$ cat config.mk
export PLATFORM = sky130hd
export DESIGN_NAME = dice_result_display
export DESIGN_NICKNAME = d
export VERILOG_FILES = /design/src/rtl/dice_result_display_pkg.sv /design/src/rtl/dice_result_display_seg7_decoder.sv /design/src/rtl/dice_result_display.sv
export SDC_FILE = /design/constraint.sdc
export NUM_CORES = 1
export LEC_CHECK = 0
export ABC_CLOCK_PERIOD_IN_PS = 6700
export CORE_ASPECT_RATIO = 2
export CORE_UTILIZATION = 35
export CTS_CLUSTER_DIAMETER = 200
export CTS_CLUSTER_SIZE = 14
export DETAILED_ROUTE_END_ITERATION = 10
export MAX_ROUTING_LAYER = met4
export SYNTH_ARGS = -nofsm -noshare
export SYNTH_HDL_FRONTEND = slang
export SYNTH_HIERARCHICAL = 1
export SYNTH_SLANG_ARGS = --single-unit
$ cat constraint.sdc
create_clock -name Clk -period 6.7 [get_ports Clk]
set_input_delay 1.005 -clock Clk [delete_from_list [all_inputs] [get_ports Clk]]
set_output_delay 1.005 -clock Clk [all_outputs]
set_load 0.02 [all_outputs]
$ cat src/rtl/dice_result_display_pkg.sv
// Shared definitions for the dice result display path.
// Dice codes, FSM states, 7-segment patterns and BCD helpers.
package dice_result_display_pkg;

  localparam logic [2:0] D4   = 3'd0;
  localparam logic [2:0] D6   = 3'd1;
  localparam logic [2:0] D8   = 3'd2;
  localparam logic [2:0] D10  = 3'd3;
  localparam logic [2:0] D12  = 3'd4;
  localparam logic [2:0] D20  = 3'd5;
  localparam logic [2:0] D00  = 3'd6;
  localparam logic [2:0] D100 = 3'd7;

  typedef enum logic [1:0] {
    ST_IDLE    = 2'd0,
    ST_CONVERT = 2'd1,
    ST_DONE    = 2'd2
  } state_t;

  localparam int BCD_DIGITS = 3;
  localparam int BCD_W      = 4 * BCD_DIGITS;

  // Active-high patterns, bit order {g,f,e,d,c,b,a}
  localparam logic [6:0] SEG_0     = 7'h3F;
  localparam logic [6:0] SEG_1     = 7'h06;
  localparam logic [6:0] SEG_2     = 7'h5B;
  localparam logic [6:0] SEG_3     = 7'h4F;
  localparam logic [6:0] SEG_4     = 7'h66;
  localparam logic [6:0] SEG_5     = 7'h6D;
  localparam logic [6:0] SEG_6     = 7'h7D;
  localparam logic [6:0] SEG_7     = 7'h07;
  localparam logic [6:0] SEG_8     = 7'h7F;
  localparam logic [6:0] SEG_9     = 7'h6F;
  localparam logic [6:0] SEG_BLANK = 7'h00;

  // Non-decimal codes show nothing rather than garbage
  function automatic logic [6:0] seg_pattern(
    input logic [3:0] d
  );
    logic [6:0] p;
    case (d)
      4'd0:    p = SEG_0;
      4'd1:    p = SEG_1;
      4'd2:    p = SEG_2;
      4'd3:    p = SEG_3;
      4'd4:    p = SEG_4;
      4'd5:    p = SEG_5;
      4'd6:    p = SEG_6;
      4'd7:    p = SEG_7;
      4'd8:    p = SEG_8;
      4'd9:    p = SEG_9;
      default: p = SEG_BLANK;
    endcase
    return p;
  endfunction

  // Double-dabble correction: +3 on every nibble >= 5
  function automatic logic [BCD_W-1:0] dd_adjust(
    input logic [BCD_W-1:0] b
  );
    logic [BCD_W-1:0] r;
    r = b;
    for (int i = 0; i < BCD_DIGITS; i++) begin
      if (b[4*i +: 4] >= 4'd5)
        r[4*i +: 4] = b[4*i +: 4] + 4'd3;
    end
    return r;
  endfunction

endpackage

$ cat src/rtl/dice_result_display_seg7_decoder.sv
// One 7-segment digit: BCD code plus blank flag to segments.
// Purely combinational; polarity chosen by parameter.
module seg7_decoder
  import dice_result_display_pkg::*;
#(
  parameter bit SEG_ACTIVE_LOW = 1'b1
) (
  input  logic [3:0] i_bcd,
  input  logic       i_blank,
  output logic [6:0] o_seg
);

  logic [6:0] w_on;

  // Select lit segments, then apply board polarity
  always_comb begin
    w_on = i_blank ? SEG_BLANK : seg_pattern(i_bcd);
    o_seg = SEG_ACTIVE_LOW ? ~w_on : w_on;
  end

endmodule

$ cat src/rtl/dice_result_display.sv
// Captures a dice roll on a throw press, converts it to BCD
// with a sequential double-dabble and drives three digits.
module dice_result_display
  import dice_result_display_pkg::*;
#(
  parameter int WIDTH          = 8,
  parameter bit SEG_ACTIVE_LOW = 1'b1
) (
  input  logic             Clk,
  input  logic             rst_n,
  input  logic             throw,
  input  logic [WIDTH-1:0] new_value,
  input  logic [2:0]       dice,
  output logic             busy,
  output logic             result_valid,
  output logic [WIDTH-1:0] result,
  output logic [2:0]       result_dice,
  output logic [3:0]       bcd_h,
  output logic [3:0]       bcd_t,
  output logic [3:0]       bcd_u,
  output logic [6:0]       seg_h,
  output logic [6:0]       seg_t,
  output logic [6:0]       seg_u
);

  localparam int IW = (WIDTH > 1) ? $clog2(WIDTH) : 1;
  localparam int SW = BCD_W + WIDTH;

  logic          r_sync1;
  logic          r_sync2;
  logic          r_sync3;
  logic          w_throw_pulse;

  state_t        r_state;
  state_t        w_next;

  logic [SW-1:0] r_sr;
  logic [SW-1:0] w_adj;
  logic [SW-1:0] w_shift;
  logic [IW-1:0] r_iter;
  logic          w_last;
  logic          w_capture;

  logic [WIDTH-1:0] r_result;
  logic [2:0]       r_dice;
  logic [3:0]       r_bcd_h;
  logic [3:0]       r_bcd_t;
  logic [3:0]       r_bcd_u;
  logic             r_shown;

  logic w_blank_h;
  logic w_blank_t;
  logic w_blank_u;

  // Two-flop synchronizer plus edge register for the button
  always_ff @(posedge Clk or negedge rst_n) begin
    if (!rst_n) begin
      r_sync1 <= 1'b0;
      r_sync2 <= 1'b0;
      r_sync3 <= 1'b0;
    end else begin
      r_sync1 <= throw;
      r_sync2 <= r_sync1;
      r_sync3 <= r_sync2;
    end
  end

  assign w_throw_pulse = r_sync2 & ~r_sync3;

  // Only IDLE/DONE accept a press; CONVERT drops it
  assign w_capture = w_throw_pulse &
    ((r_state == ST_IDLE) | (r_state == ST_DONE));

  assign w_last = (r_iter == IW'(WIDTH - 1));

  // One double-dabble step: correct nibbles, shift left
  always_comb begin
    w_adj   = {dd_adjust(r_sr[SW-1 -: BCD_W]), r_sr[WIDTH-1:0]};
    w_shift = {w_adj[SW-2:0], 1'b0};
  end

  // FSM state register
  always_ff @(posedge Clk or negedge rst_n) begin
    if (!rst_n) r_state <= ST_IDLE;
    else        r_state <= w_next;
  end

  // FSM next-state logic
  always_comb begin
    w_next = r_state;
    unique case (r_state)
      ST_IDLE:    if (w_capture) w_next = ST_CONVERT;
      ST_CONVERT: if (w_last)    w_next = ST_DONE;
      ST_DONE:    if (w_capture) w_next = ST_CONVERT;
      default:    w_next = ST_IDLE;
    endcase
  end

  // FSM outputs
  always_comb begin
    busy         = (r_state == ST_CONVERT);
    result_valid = (r_state == ST_DONE);
  end

  // Capture, conversion datapath and atomic digit update
  always_ff @(posedge Clk or negedge rst_n) begin
    if (!rst_n) begin
      r_sr     <= '0;
      r_iter   <= '0;
      r_result <= '0;
      r_dice   <= '0;
      r_bcd_h  <= '0;
      r_bcd_t  <= '0;
      r_bcd_u  <= '0;
      r_shown  <= 1'b0;
    end else if (w_capture) begin
      r_result <= new_value;
      r_dice   <= dice;
      r_sr     <= {{BCD_W{1'b0}}, new_value};
      r_iter   <= '0;
    end else if (r_state == ST_CONVERT) begin
      r_sr   <= w_shift;
      r_iter <= r_iter + IW'(1);
      if (w_last) begin
        r_bcd_h <= w_shift[WIDTH+8 +: 4];
        r_bcd_t <= w_shift[WIDTH+4 +: 4];
        r_bcd_u <= w_shift[WIDTH   +: 4];
        r_shown <= 1'b1;
      end
    end
  end

  assign result      = r_result;
  assign result_dice = r_dice;
  assign bcd_h       = r_bcd_h;
  assign bcd_t       = r_bcd_t;
  assign bcd_u       = r_bcd_u;

  // Leading-zero blanking; everything dark until first result
  always_comb begin
    w_blank_h = ~r_shown | (r_bcd_h == 4'd0);
    w_blank_t = ~r_shown |
      ((r_bcd_h == 4'd0) & (r_bcd_t == 4'd0));
    w_blank_u = ~r_shown;
  end

  seg7_decoder #(
    .SEG_ACTIVE_LOW(SEG_ACTIVE_LOW)
  ) u_seg_h (
    .i_bcd  (r_bcd_h),
    .i_blank(w_blank_h),
    .o_seg  (seg_h)
  );

  seg7_decoder #(
    .SEG_ACTIVE_LOW(SEG_ACTIVE_LOW)
  ) u_seg_t (
    .i_bcd  (r_bcd_t),
    .i_blank(w_blank_t),
    .o_seg  (seg_t)
  );

  seg7_decoder #(
    .SEG_ACTIVE_LOW(SEG_ACTIVE_LOW)
  ) u_seg_u (
    .i_bcd  (r_bcd_u),
    .i_blank(w_blank_u),
    .o_seg  (seg_u)
  );

endmodule

==> impl_metrics.env <==
export IMPL_io_pins=60
export IMPL_min_path_type="reg2reg"
export IMPL_ys_seq_elements=52
export IMPL_drt_first_iter_violations=60
export IMPL_wl_um=6110
export IMPL_cts_clk_slew_worst_paths_ps=60
export IMPL_insertedDiodeCount=0
export IMPL_synth_area_top_cells="dfrtp_1 44%, ha_1 9.7%, nand2_1 8.0%"
export IMPL_initial_core_util_pct=36.0
export IMPL_vias_per_cell=4.92
export IMPL_ir_drop_mv=0.247
export IMPL_crit_buf_inv=2
export IMPL_antenna_found_initial=0
export IMPL_worstSkewPairLatency_ps=290
export IMPL_holdPathEnd="r_sync2"
export IMPL_critPathMaxFanout=9
export IMPL_grt_overflow=0
export IMPL_cts_buffer_depth=2
export IMPL_fin_tns_setup_ps=0
export IMPL_fin_skew_ps=6.13
export IMPL_critPathLaunchType="flop"
export IMPL_period_needed_ps=3620
export IMPL_worstPathArrival_ps=2620
export IMPL_avgSynthCellArea_um2=9.20
export IMPL_first_global_vias=2287
export IMPL_syn_to_final_growth_pct=26.6
export IMPL_synthArstFlopShare_pct=100
export IMPL_setup_viol=0
export IMPL_max_freq_ghz=0.276
export IMPL_power_density_mw_per_mm2=576
export IMPL_maxCapViolations=0
export IMPL_cts_setup_buffers=0
export IMPL_r2r_slack_ps=4720
export IMPL_cp_cell_sequence="o41ai_1 > buf_4 > o21a_1 > nor2_1 > a21oi_1 > clkdlybuf4s50_1"
export IMPL_status="completed"
export IMPL_netlist_top_cells_count="63 x nand2_1, 52 x dfrtp_1, 24 x o21ai_0"
export IMPL_tightestPinTransition_ps=887
export IMPL_fillers=861
export IMPL_rsz0062_at_grt="false"
export IMPL_startpoint="bcd_h[1]"
export IMPL_r2r_cells=4
export IMPL_final_antenna_net_count=0
export IMPL_portBuffers=59
export IMPL_nNetsFinal=415
export IMPL_drt_first_pass_iters=4
export IMPL_power_leakage_nw=1.70
export IMPL_yosysWarnings=6
export IMPL_yosysSeqAreaShare_pct=43.9
export IMPL_fp_dieArea_mm2=0.00886
export IMPL_stdcell_count=477
export IMPL_core_area_mm2=0.00823
export IMPL_layout_drive_gt1_share_pct=7.39
export IMPL_grt_max_degree=53
export IMPL_cts_num_sinks=52
export IMPL_grt_use_total_pct=15.6
export IMPL_synth_top_cell_area_share_pct=43.9
export IMPL_die_y_um=132
export IMPL_hpwl_um=4480
export IMPL_yosysTopAreaCell="dfrtp_1"
export IMPL_cts_tree="yes"
export IMPL_synth_nets=359
export IMPL_slew_violations=0
export IMPL_fin_crit_sh_pct=54.1
export IMPL_synth_edff_count=0
export IMPL_cts_hold_buf=0
export IMPL_fin_total_pwr_mw=2.16
export IMPL_synthFlopType="dfrtp_1"
export IMPL_std_cell_rows=47
export IMPL_hold_depth=0
export IMPL_cts_max_level=2
export IMPL_syn_area_mm2=0.00296
export IMPL_relSlewSlack_pct=40.9
export IMPL_grt_first_pass_wirelength_um=10400
export IMPL_die_w_um=67.0
export IMPL_vias=2347
export IMPL_critPathTopFamily="compound AO/OA/AOI/OAI gates"
export IMPL_wl_per_cell_um=12.8
export IMPL_synth_cell_type_count=36
export IMPL_synth_most_common_cell="nand2_1"
export IMPL_crit_required_ps=5690
export IMPL_cpMaxStageDelayCell="clkdlybuf4s50_1"
export IMPL_timing_rr_start="r_state[0]"
export IMPL_cts_root_buf="clkbuf_16"
export IMPL_r2r_end="bcd_u[0]"
export IMPL_numCtsBuffers=5
export IMPL_endpoint_kind="output pin"
export IMPL_hold_path_startpoint="r_sync1"
export IMPL_finalHoldViolations=0
export IMPL_gp_congestion=0.773
export IMPL_synthCells=322
export IMPL_post_cts_resized=0
export IMPL_placed_cells=469
export IMPL_drc=0
export IMPL_crit_type="reg2out"
export IMPL_cp_slowest_stage_delay_ps=620
==> worst max-delay path by stage <==
| stage | end | cells past startpoint |
|---|---|---|
| 4_1_cts | seg_t[5] | 6 |
| 3_5_place_dp | seg_t[5] | 6 |
| 6_report | seg_t[0] | 6 |
| 2_1_floorplan | seg_t[5] | 4 |
| 3_3_place_gp | seg_t[5] | 6 |
| 5_1_grt | seg_t[0] | 6 |
==> kinds of logic after synthesis <==
family,share of synthesized area [%]
adders and majority gates,9.72
xor gates and xnor gates,1.77
muxes,3.00
and+or+nand+nor,21.8
buffers and inverters,6.00
DFF,43.9
AOI/OAI and AO/OA,13.8
==> through the flow <==
step | instance area (um^2) | hold slack [ps] | util [%] | setup slack (ps)
global route | 3750 | 373 | 45.5 | 2890
global placement | 3600 | 332 | 43.7 | 3480
floorplan | 2960 | 331 | - | 3430
detailed placement | 3600 | 337 | 43.7 | 3370
CTS | 3750 | 352 | 45.5 | 3050
finish | 3750 | 355 | 45.5 | 3080
==> per-layer routing <==
layer | track usage, % | routed length (um)
met3 | 2.16 | 177
met5 | - | 0
met2 | 28.1 | 3410
met4 | 6.38 | 115
met1 | 16.0 | 2410
==> final cells by class <==
type / instances / area, um^2 / area share [%]
inverters: 21 / 83.8 / 2.24
repair buffers: 62 / 608 / 16.2
flip-flops and latches: 52 / 1300 / 34.7
clock buffers: 7 / 143 / 3.81
well taps: 98 / 123 / 3.27
clock inverters: 1 / 7.51 / 0.200
multi-input cells: 236 / 1480 / 39.6
==> power by group <==
part	total, mW	internal, mW	switching (mW)
Sequential	0.578	0.441	0.137
Clock	0.257	0.149	0.108
Combinational	1.32	0.610	0.715
Total	2.16	1.20	0.960
==> flip-flops by register name (all words and copies together) (netlist names) <==
register,cells
r_sync3,1
r_iter,3
r_sr,20
r_shown,1
result,8
r_sync1,1
r_state,2
bcd_h,4
bcd_t,4
bcd_u,4
result_dice,3
r_sync2,1
==> placed cells by master, fill, tap and decap left out, types with 4 or more instances in the layout <==
cell type,Yosys,layout
nand2_1,63,63
clkdlybuf4s50_1,0,58
dfrtp_1,52,52
o21ai_0,24,24
a21oi_1,23,23
ha_1,23,23
inv_1,20,20
o21ai_1,15,15
nand2b_1,13,13
nand3_1,12,12
nor3_1,6,6
nor2_1,6,6
o22ai_1,6,6
nor3b_1,5,5
clkbuf_16,0,5
nor2b_1,4,4
nor3b_2,4,4
mux2i_1,4,4
(Power assumes the default switching activity.)
